File: src/rtl/serial_subtractor_pkg.sv
// Shared types and helpers for the bit-serial subtractor.
package serial_sub_pkg;

    // Control states of the subtractor sequencer.
    typedef enum logic [1:0] {
        IDLE = 2'd0,
        RUN  = 2'd1,
        DONE = 2'd2
    } state_t;

    // Bit-counter width: enough to hold WIDTH-1, but never narrower than one bit.
    function automatic int cnt_w(input int width);
        int w;
        w = $clog2(width);
        return (w < 1) ? 1 : w;
    endfunction

endpackage

File: src/rtl/full_subtractor.sv
// Single-bit full subtractor: d = x - y - bin, bout = borrow out.
module full_subtractor
    import serial_sub_pkg::*;
(
    input  logic x,
    input  logic y,
    input  logic bin,
    output logic d,
    output logic bout
);

    // NOTE: continuous assigns fully define both outputs, so no storage can be inferred.
    assign d    = x ^ y ^ bin;
    assign bout = (~x & y) | (~x & bin) | (y & bin);

endmodule

File: src/rtl/serial_subtractor.sv
// Bit-serial subtractor: diff = a - b - bin, LSB first, one bit per clock,
// with a valid/ready handshake on both the operand and the result side.
module serial_subtractor
    import serial_sub_pkg::*;
#(
    parameter int WIDTH = 4
)
(
    input  logic             clk,
    input  logic             rst,
    input  logic             in_valid,
    output logic             in_ready,
    input  logic [WIDTH-1:0] a,
    input  logic [WIDTH-1:0] b,
    input  logic             bin,
    output logic             out_valid,
    input  logic             out_ready,
    output logic [WIDTH-1:0] diff,
    output logic             borrow
);

    localparam int             CW       = cnt_w(WIDTH);
    localparam logic [CW-1:0]  LAST_BIT = CW'(WIDTH - 1);

    state_t           r_state;
    logic [WIDTH-1:0] r_a_sr;
    logic [WIDTH-1:0] r_b_sr;
    logic [WIDTH-1:0] r_diff_sr;
    logic [WIDTH-1:0] r_diff;
    logic             r_borrow_q;
    logic             r_borrow;
    logic             r_out_valid;
    logic [CW-1:0]    r_cnt;

    logic             w_d;
    logic             w_bo;
    logic [WIDTH-1:0] w_diff_next;

    // The one arithmetic cell, fed from the LSBs of the operand shifters.
    full_subtractor u_fs (
        .x    (r_a_sr[0]),
        .y    (r_b_sr[0]),
        .bin  (r_borrow_q),
        .d    (w_d),
        .bout (w_bo)
    );

    // New difference bit enters at the MSB end; after WIDTH shifts the LSB has
    // arrived at bit 0. Written as a shift so WIDTH=1 needs no special case.
    assign w_diff_next = (r_diff_sr >> 1) | (WIDTH'(w_d) << (WIDTH - 1));

    // Gate with rst so the producer never sees ready while the block is held in reset.
    assign in_ready  = (r_state == IDLE) && !rst;
    assign out_valid = r_out_valid;
    assign diff      = r_diff;
    assign borrow    = r_borrow;

    // Sequencer: accept operands, shift WIDTH bits through the cell, hold result until taken.
    always_ff @(posedge clk) begin
        // NOTE: non-blocking assignments so every register samples pre-edge values.
        if (rst) begin
            r_state     <= IDLE;
            r_a_sr      <= '0;
            r_b_sr      <= '0;
            r_diff_sr   <= '0;
            r_diff      <= '0;
            r_borrow_q  <= 1'b0;
            r_borrow    <= 1'b0;
            r_out_valid <= 1'b0;
            r_cnt       <= '0;
        end else begin
            case (r_state)
                IDLE: begin
                    if (in_valid) begin
                        r_a_sr     <= a;
                        r_b_sr     <= b;
                        r_borrow_q <= bin;
                        r_diff_sr  <= '0;
                        r_cnt      <= '0;
                        r_state    <= RUN;
                    end
                end
                RUN: begin
                    r_a_sr     <= r_a_sr >> 1;
                    r_b_sr     <= r_b_sr >> 1;
                    r_diff_sr  <= w_diff_next;
                    r_borrow_q <= w_bo;
                    r_cnt      <= r_cnt + 1'b1;
                    if (r_cnt == LAST_BIT) begin
                        r_diff      <= w_diff_next;
                        r_borrow    <= w_bo;
                        r_out_valid <= 1'b1;
                        r_state     <= DONE;
                    end
                end
                DONE: begin
                    // Result stays frozen until the consumer takes it; new operands are ignored.
                    if (out_ready) begin
                        r_out_valid <= 1'b0;
                        r_state     <= IDLE;
                    end
                end
                default: begin
                    r_out_valid <= 1'b0;
                    r_state     <= IDLE;
                end
            endcase
        end
    end

endmodule

File: config.mk
export PLATFORM = sky130hd
export DESIGN_NAME = serial_subtractor
export DESIGN_NICKNAME = d
export VERILOG_FILES = /design/src/rtl/serial_subtractor_pkg.sv /design/src/rtl/full_subtractor.sv /design/src/rtl/serial_subtractor.sv
export SDC_FILE = /design/constraint.sdc
export NUM_CORES = 1
export LEC_CHECK = 0
export BUFFER_PORTS_ARGS = -buffer_cell sky130_fd_sc_hd__buf_2
export CORE_MARGIN = 3
export CORE_UTILIZATION = 50
export CTS_BUF_LIST = sky130_fd_sc_hd__clkbuf_8
export CTS_CLUSTER_DIAMETER = 150
export DETAILED_ROUTE_END_ITERATION = 10
export HOLD_SLACK_MARGIN = 0.15
export PLACE_DENSITY = 0.82
export SYNTH_ARGS = -nofsm -noshare
export SYNTH_HDL_FRONTEND = slang
export SYNTH_SLANG_ARGS = --single-unit
File: constraint.sdc
create_clock -name clk -period 1.3 [get_ports clk]
set_input_delay 0.13 -clock clk [delete_from_list [all_inputs] [get_ports clk]]
set_output_delay 0.13 -clock clk [all_outputs]
set_load 0.02 [all_outputs]
Word level (Yosys, flattened, before mapping):

Index checks and enable logic that the tools add are counted.

* multiplexer cells: 17
* bitwise operators: 10
* equal/unequal tests: 6
* add/subtract/negate cells: 1
* reductions and logical operators: 8

Operator list (count)
* $pmux W4 S2: 3
* $mux W4: 3
* $mux W2: 4
* $ne A2 B2 Y1 const B: 3
* $pmux W2 S3: 1
* $reduce_and A3 Y1: 2
* $eq A2 B2 Y1 const B: 2
* $or A3 B4 Y4: 1
* $pmux W2 S2: 1
* $reduce_and A2 Y1: 2
* $and A1 B1 Y1: 3
* $mux W1: 3
* $pmux W1 S3: 1
* $add A2 B1 Y2 const B: 1
* $eq A2 B1 Y1 const B: 1
* $logic_not A2 Y1: 1
* $not A1 Y1: 2
* $or A1 B1 Y1: 2
* $pmux W1 S2: 1
* $reduce_bool A2 Y1: 1
* $xor A1 B1 Y1: 2
* $logic_and A1 B1 Y1: 1
* $logic_not A1 Y1: 1

* bits of input ports: 13
* output and inout port bits: 7
* register bits after elaboration: 23
* word-level logic and storage cells: 51

Longest topological paths before layout:

Gate-level depths: netlist (run 1).

* word-level depth: 5
* mapped depth: 4
* mapped depth without buffers: 4

Modules after synthesis:

A second synthesis (run 1) with hierarchy kept.

* cells, all modules: 107
* area, all modules: 957.2 um^2

By module, submodules not included
* serial_subtractor: instances 1, sequential area each 440.4 um^2, cells each 104, area each 929.6 um^2
* full_subtractor: instances 1, sequential area each 0.0 um^2, cells each 3, area each 27.5 um^2

Least setup slack after synthesis (run 1):

Ideal clock, no wire load.

* path kind: register to output
* start point: reg r_state[1]
* end point: out in_ready
* path buffers: 2
* cell stages (with the launch flop): 4
* data required time: 1.170 ns
* data arrival time: 1.068 ns
* setup slack: 0.102 ns
* path through: dfxtp_1 > buf_6 > buf_2 > nor3_1

* word-level cells in the longest chain between the ends: 2

RTL lines
* start: declaration: line serial_subtractor.sv:25 `state_t r_state;`
* start signal: assignment: line serial_subtractor.sv:62 `r_state <= IDLE;`
* start signal: assignment: line serial_subtractor.sv:80 `r_state <= RUN;`
* start signal: assignment: line serial_subtractor.sv:93 `r_state <= DONE;`
* $logic_not A2 Y1: line serial_subtractor.sv:53 `assign in_ready = (r_state == IDLE) && !rst;`
* $logic_and A1 B1 Y1: line serial_subtractor.sv:53
* end: declaration: line serial_subtractor.sv:12 `output logic in_ready,`

Every way passes these cells.

Worst setup path after layout (run 1):

* start point: reg r_borrow_q
* end point: reg r_diff[3] (netlist: diff[3])

* word-level cells in the longest chain between the ends: 2

RTL lines
* start: declaration: line serial_subtractor.sv:30 `logic r_borrow_q;`
* start signal: assignment: line serial_subtractor.sv:77 `r_borrow_q <= bin;`
* start signal: assignment: line serial_subtractor.sv:87 `r_borrow_q <= w_bo;`
* $xor A1 B1 Y1: line full_subtractor.sv:13 `assign d = x ^ y ^ bin;`
* $or A3 B4 Y4: line serial_subtractor.sv:50 `assign w_diff_next = (r_diff_sr >> 1) | (WIDTH'(w_d) << (WIDTH - 1));`
* end signal: assignment: line serial_subtractor.sv:90 `r_diff <= w_diff_next;`
* end: declaration: line serial_subtractor.sv:29 `logic [WIDTH-1:0] r_diff;`

Every way passes these cells.
A chain may end at the register's enable or synchronous reset.

==> impl_results.md, run 1 <==
- Commonest non-fill, non-tap cell in the layout: dfxtp_1
- Total gr overflow: 0
- Mean Syn Cell Area: 10.7 µm²
- Cell area after synthesis: ~1100 µm²
- FF+latch count, synth: 22
- Cell variety after synth: 34
- Total track usage: 0.177
- Routed vias/inst: 5.52
- Cell area power density: 1200 nW/µm²
- RSZ-0062 raised after global routing: yes
- Hold Path Stages: 3
- Worst R2R Path Depth: 3
- Max frequency: between 700 and 800 MHz
- Min-delay src: b[3]
- Worst-skew pair later-pin latency: 0.26 ns
- Seq/Total Area, Yosys: 0.391
- DRT antenna net count: 0
- Die height: about 53 µm
- FFs w/ async S/R, synth: 0
- Critical path class: flop to flop
- CP endpoint kind: flop
- Drc violations: 0
- Final WL: 2140 µm
- Die width: 53.5 µm
- Total iterations of the first detailed-routing run: 4
- H-tree depth: 1
- P_leak: a little over 0.5 nW
- Worst relative slew slack: 0.753
- Die area: 2860 µm²
- CP Launch Type: flop
- MaxCap Viol Count: 0
- Setup repair bufs after CTS: 0
- CTS buffer count: 3
- Final Setup Violations: 0
- Most frequent cells in the layout: 19 x dfxtp_1, 18 x buf_2, 11 x nand2b_1
- Final period utilization: 0.974
- Drt wl/cell: ~14 µm
- P&R area growth vs syn: 17.3%
- Hpwl dp: ~1600 µm
- Slew Viols, Final: 0
- DP Worst Slack: -0.0200 ns
- Gp weighted congestion: ~0.68
- Hold Path Class: input port to flop
- Worst Hold Endpoint: r_b_sr[3]
- DRT iter0 DRCs: 7
- Post-Synthesis Cells: 105
- Critical Path AT: between 1 and 1.5 ns
- Status: finished, final reports clean
- Worst vdd ir: 0.827 mV
- Antenna Cells: 0
- Crit Path Max Fanout: 2
- Clock Tree Root: clkbuf_8
- Hold_ws: between 0.15 and 0.2 ns
- Register-to-register setup slack: roughly 0.034 ns
- CTS tree: built
- Initial Util: 0.551
- Reg-to-reg endpoint: diff[3]
- Cts hold-fix bufs: 0
- Fin crit period: 1.27 ns
- Number of flops mapped to enable cells by yosys: 0
- Mapped Nets: 120
- PortBufs: 19
- Clk pin slew, worst setup/hold paths: roughly 0.08 ns
- Initial antenna violation count: 0
- # rows: 16
- Via count: approximately 830
- Final WS setup: ~0.034 ns
- Worst-margin pin slew: about 0.37 ns
- First-pass GRT wire length: 3720 µm
- Number of global-route vias before repair: 844
- YS warnings: 0
- Worst flop-to-flop path startpoint: r_borrow_q
- Skew final: between 0.004 and 0.005 ns
- Largest net degree at the start of global routing: 20
- Primary FF master, synth: dfxtp_1
- Fillers: roughly 180
- Final #Nets: 140
- Final Hold Viols: 0
- PnR Total Power: around 1.6 mW
- Total clock sinks: 22
- I/O pin count: 20
- Share of layout cells above drive strength 1: 0.387
- CP required: ~1.5 ns
- Largest buffer count on any clock path: 2
- Core area: roughly 2000 µm²
[registers in the layout, indices dropped and copies added, names as in the netlist, 2 cells and up]
name / flops
r_cnt: 2
r_b_sr: 4
diff: 4
r_diff_sr: 3
r_a_sr: 4
r_state: 2
[worst max-delay path: stages (launching register included)]
cell and delay, ns:
dfxtp_1 0.34, fa_1 0.58, nand4b_1 0.11, o211a_1 0.14
[Yosys cell counts, drive strengths merged, types with 2 or more instances]
library cell / instances / area, µm²
nand2: 2 / 7.51
nand2b: 11 / 68.8
inv: 8 / 30.0
nand4bb: 2 / 22.5
dfxtp: 22 / 440
a31oi: 2 / 12.5
nor3b: 8 / 60.1
o22ai: 2 / 12.5
a2111oi: 7 / 105
mux2i: 4 / 40.0
or3b: 2 / 17.5
a31o: 2 / 17.5
clkbuf: 2 / 7.51
buf: 8 / 60.1
nor4b: 8 / 76.3
[kinds of logic after synthesis]
| kind of cell | count (synthesis) | synth area share |
|---|---|---|
| mux | 4 | 0.0356 |
| flops | 22 | 0.391 |
| simple gates | 38 | 0.259 |
| fa+ha+maj | 2 | 0.0289 |
| buf+inv | 18 | 0.0867 |
| compound gates | 21 | 0.199 |
[power breakdown]
group | switching, mW | internal [mW]
Sequential | 0.0229 | 0.710
Clock | 0.221 | 0.411
Combinational | 0.114 | 0.111
[metal layers]
metal,GRT usage,part of all wire
met1,0.210,0.45
met2,0.310,0.50
met3,0.0423,0.045
met4,0.0511,0
met5,0,0
[through the flow]
step / util / cells / setup TNS (ns) / area, µm²
global route: 0.647 / 151 / -0.0517 / 1320
detailed placement: 0.604 / 147 / -0.0200 / 1230
global placement: 0.604 / 147 / 0 / 1230
floorplan: - / 105 / 0 / 1130
finish: 0.647 / 151 / 0 / 1320
CTS: 0.642 / 151 / 0 / 1310
[cell type report]
class,count,area (µm²),share of cell area
flip-flops and latches,22,444,0.336
repair buffers,25,143,0.108
well taps,27,33.8,0.0256
inverters,8,30.0,0.0227
clock buffers,3,41.3,0.0312
clock inverters,1,30.0,0.0227
multi-input cells,65,599,0.454
[what timing repair did]
item | 4_1_cts | 5_1_grt
gates resized for setup | 2 | 6
endpoints found under the hold margin | 0 | 0
pin swaps | 0 | 3
gates cloned | 0 | 0
setup endpoints to repair | 2 | 7
[how the worst max path moves through the flow]
stage / slack (ns) / startpoint / cells past startpoint / endpoint
after global routing: -0.03 / r_state[0] / 3 / in_ready
final: 0.03 / r_borrow_q / 3 / diff[3]
after floorplan: 0.10 / r_state[1] / 3 / in_ready
after CTS: 0.02 / r_state[0] / 3 / in_ready
after detailed placement: -0.02 / r_borrow_q / 3 / r_borrow_q
after global placement: 0.09 / r_borrow_q / 3 / diff[3]
(Power assumes the default switching activity.)
==> run 2, diff against run 1 <==
--- a/config.mk
+++ b/config.mk
@@ -5,14 +5,14 @@
 export SDC_FILE = /design/constraint.sdc
 export NUM_CORES = 1
 export LEC_CHECK = 0
-export BUFFER_PORTS_ARGS = -buffer_cell sky130_fd_sc_hd__buf_2
 export CORE_MARGIN = 3
 export CORE_UTILIZATION = 50
 export CTS_BUF_LIST = sky130_fd_sc_hd__clkbuf_8
 export CTS_CLUSTER_DIAMETER = 150
 export DETAILED_ROUTE_END_ITERATION = 10
+export DONT_BUFFER_PORTS = 1
 export HOLD_SLACK_MARGIN = 0.15
-export PLACE_DENSITY = 0.82
+export PLACE_DENSITY = 0.74
 export SYNTH_ARGS = -nofsm -noshare
 export SYNTH_HDL_FRONTEND = slang
 export SYNTH_SLANG_ARGS = --single-unit
==> impl_results.md, run 2 (synthesis gave the netlist of run 1 again) <==
- Critical-path cell list: fa_1 > nand4b_1 > o211a_1
- Largest stage delay, worst path: 0.58 ns
- I/O pin count: 20
- CP required: approximately 1.5 ns
- Share of layout cells above drive strength 1: 0.261
- DP Worst Slack: approximately 0.036 ns
- Logic pwr share: 0.143
- Largest buffer count on any clock path: 2
- Setup repair bufs after CTS: 0
- P_leak: about 0.45 nW
- Int Power: ~1.1 mW
- Final WS setup: 0.0370 ns
- Critical path class: flop to flop
- Slowest CP cell: fa_1
- Reg-to-reg endpoint: diff[3]
- Worst Hold Endpoint: r_borrow_q
- Routed vias/inst: roughly 5.7
- Gp weighted congestion: just over 0.7
- Violated checks: hold timing
- PnR Total Power: between 1 and 1.5 mW
- Status: finished, violations left
- Post-DP Area: 1160 µm²
- Total iterations of the first detailed-routing run: 4
- Die area: between 2000 and 3000 µm²
- Placed Instances: approximately 130
- GR Layer Usage met1: 0.225
- Cell area power density: between 1000 and 1500 nW/µm²
- Hold_ws: -0.0695 ns
- CTS tree: built
- Initial Util: 0.551
- Most used routing layer: met2
- Clock share of power: 0.337
- Sequential cell area: ~450 µm²
- Fin crit period: between 1 and 1.5 ns
- Hold Path Class: input port to flop
- Core Util, Final: 0.646
- CP endpoint kind: flop
- Final WL: ~2200 µm
- CTS buffer count: 3
- Largest net degree at the start of global routing: 25
- Hold Path Stages: 1
- Max frequency: about 790 MHz
- Total track usage: 0.179
- MaxCap Viol Count: 0
- Final instance area: ~1300 µm²
- Worst relative slew slack: 0.761
- Critical Path AT: 1.42 ns
- Drc violations: 0
- H-tree depth: 1
- Commonest non-fill, non-tap cell in the layout: dfxtp_1
- Hpwl dp: 1450 µm
- Met3 Resource Use GR: 0.0423
- Worst-margin pin slew: between 0.3 and 0.4 ns
- Most frequent cells in the layout: 17 x dfxtp_1, 11 x nand2b_1, 9 x dlygate4sd3_1
- GR Util met2: 0.286
- P&R area growth vs syn: 17.1%
- Initial antenna violation count: 0
- Core area: approximately 2000 µm²
- DRT iter0 DRCs: 25
- Cts hold-fix bufs: 9
- Seq pwr share: 0.521
- PortBufs: 0
- RSZ-0062 raised after global routing: yes
- Clock Tree Root: clkbuf_8
- Final Hold Viols: 11
- Multi-input combinational cell area: 594 µm²
- Drt wl/cell: between 15 and 20 µm
- Antenna Cells: 0
- CP Launch Type: flop
- Slew Viols, Final: 0
- First-pass GRT wire length: roughly 3700 µm
- # rows: 16
- Worst flop-to-flop path startpoint: r_borrow_q
- Via count: between 800 and 900
- Total gr overflow: 0
- Number of global-route vias before repair: 785
- DRT antenna net count: 0
- Setup TNS Final: 0 ns
- Skew final: approximately 0.0025 ns
- Worst vdd ir: roughly 0.83 mV
- Post-route non-filler standard cell count: roughly 140
- Total clock sinks: 22
- Min-delay src: rst
- Net Sw Power: approximately 0.32 mW
- Crit Path Max Fanout: 2
- Register-to-register setup slack: roughly 0.037 ns
- Worst-skew pair later-pin latency: about 0.26 ns
- Clk pin slew, worst setup/hold paths: around 0.07 ns
- Final #Nets: 131
- Fillers: 177
- Final Setup Violations: 0
- Worst R2R Path Depth: 3
- Die width: between 50 and 60 µm
- Die height: 53.5 µm
- Final period utilization: 0.972
- Sw Ratio: 0.228
==> run 2: final cells by class <==
cell class / count / share of cell area
Multi-Input combinational cell: 65 / 0.451
Clock buffer: 4 / 0.0417
Sequential cell: 22 / 0.339
Inverter: 8 / 0.0228
Tap cell: 27 / 0.0256
Timing Repair Buffer: 16 / 0.120
==> run 2: worst max path at each step <==
stage	slack, ns	startpoint	endpoint	depth (start not counted)
floorplan	0.10	r_state[1]	in_ready	3
global placement	0.08	r_a_sr[0]	r_diff_sr[3]	3
detailed placement	0.04	r_borrow_q	diff[3]	3
CTS	0.01	r_state[0]	in_ready	3
global route	-0.01	r_borrow_q	diff[3]	3
finish	0.04	r_borrow_q	diff[3]	3
==> run 2: critical path, delay by kind of cell, from the launching register on <==
family                     cells  cell delay (ns)
adders and majority gates      1             0.58
DFF                            1             0.33
AOI/OAI and AO/OA              1             0.13
and+or+nand+nor                1             0.11
==> run 2: routing by layer <==
layer | share of wire | wire length (µm)
met3 | 0.040 | 89
met2 | 0.48 | 1070
met5 | 0 | 0
met4 | 0.018 | 40
met1 | 0.46 | 1010
==> run 2: what timing repair did <==
action | in CTS | in global routing
endpoints found under the setup margin | 1 | 6
gates resized for setup | 2 | 6
endpoints found under the hold margin | 22 | 16
gates cloned | 0 | 0
==> run 2: power by group through the flow <==
| stage | registers [mW] | clock network (mW) | logic (mW) |
|---|---|---|---|
| after floorplan | 0.740 | 0 | 0.166 |
| after global placement | 0.745 | 0 | 0.174 |
| after detailed placement | 0.747 | 0 | 0.183 |
| after CTS | 0.731 | 0.486 | 0.200 |
| after global routing | 0.737 | 0.511 | 0.223 |
| final | 0.733 | 0.474 | 0.201 |
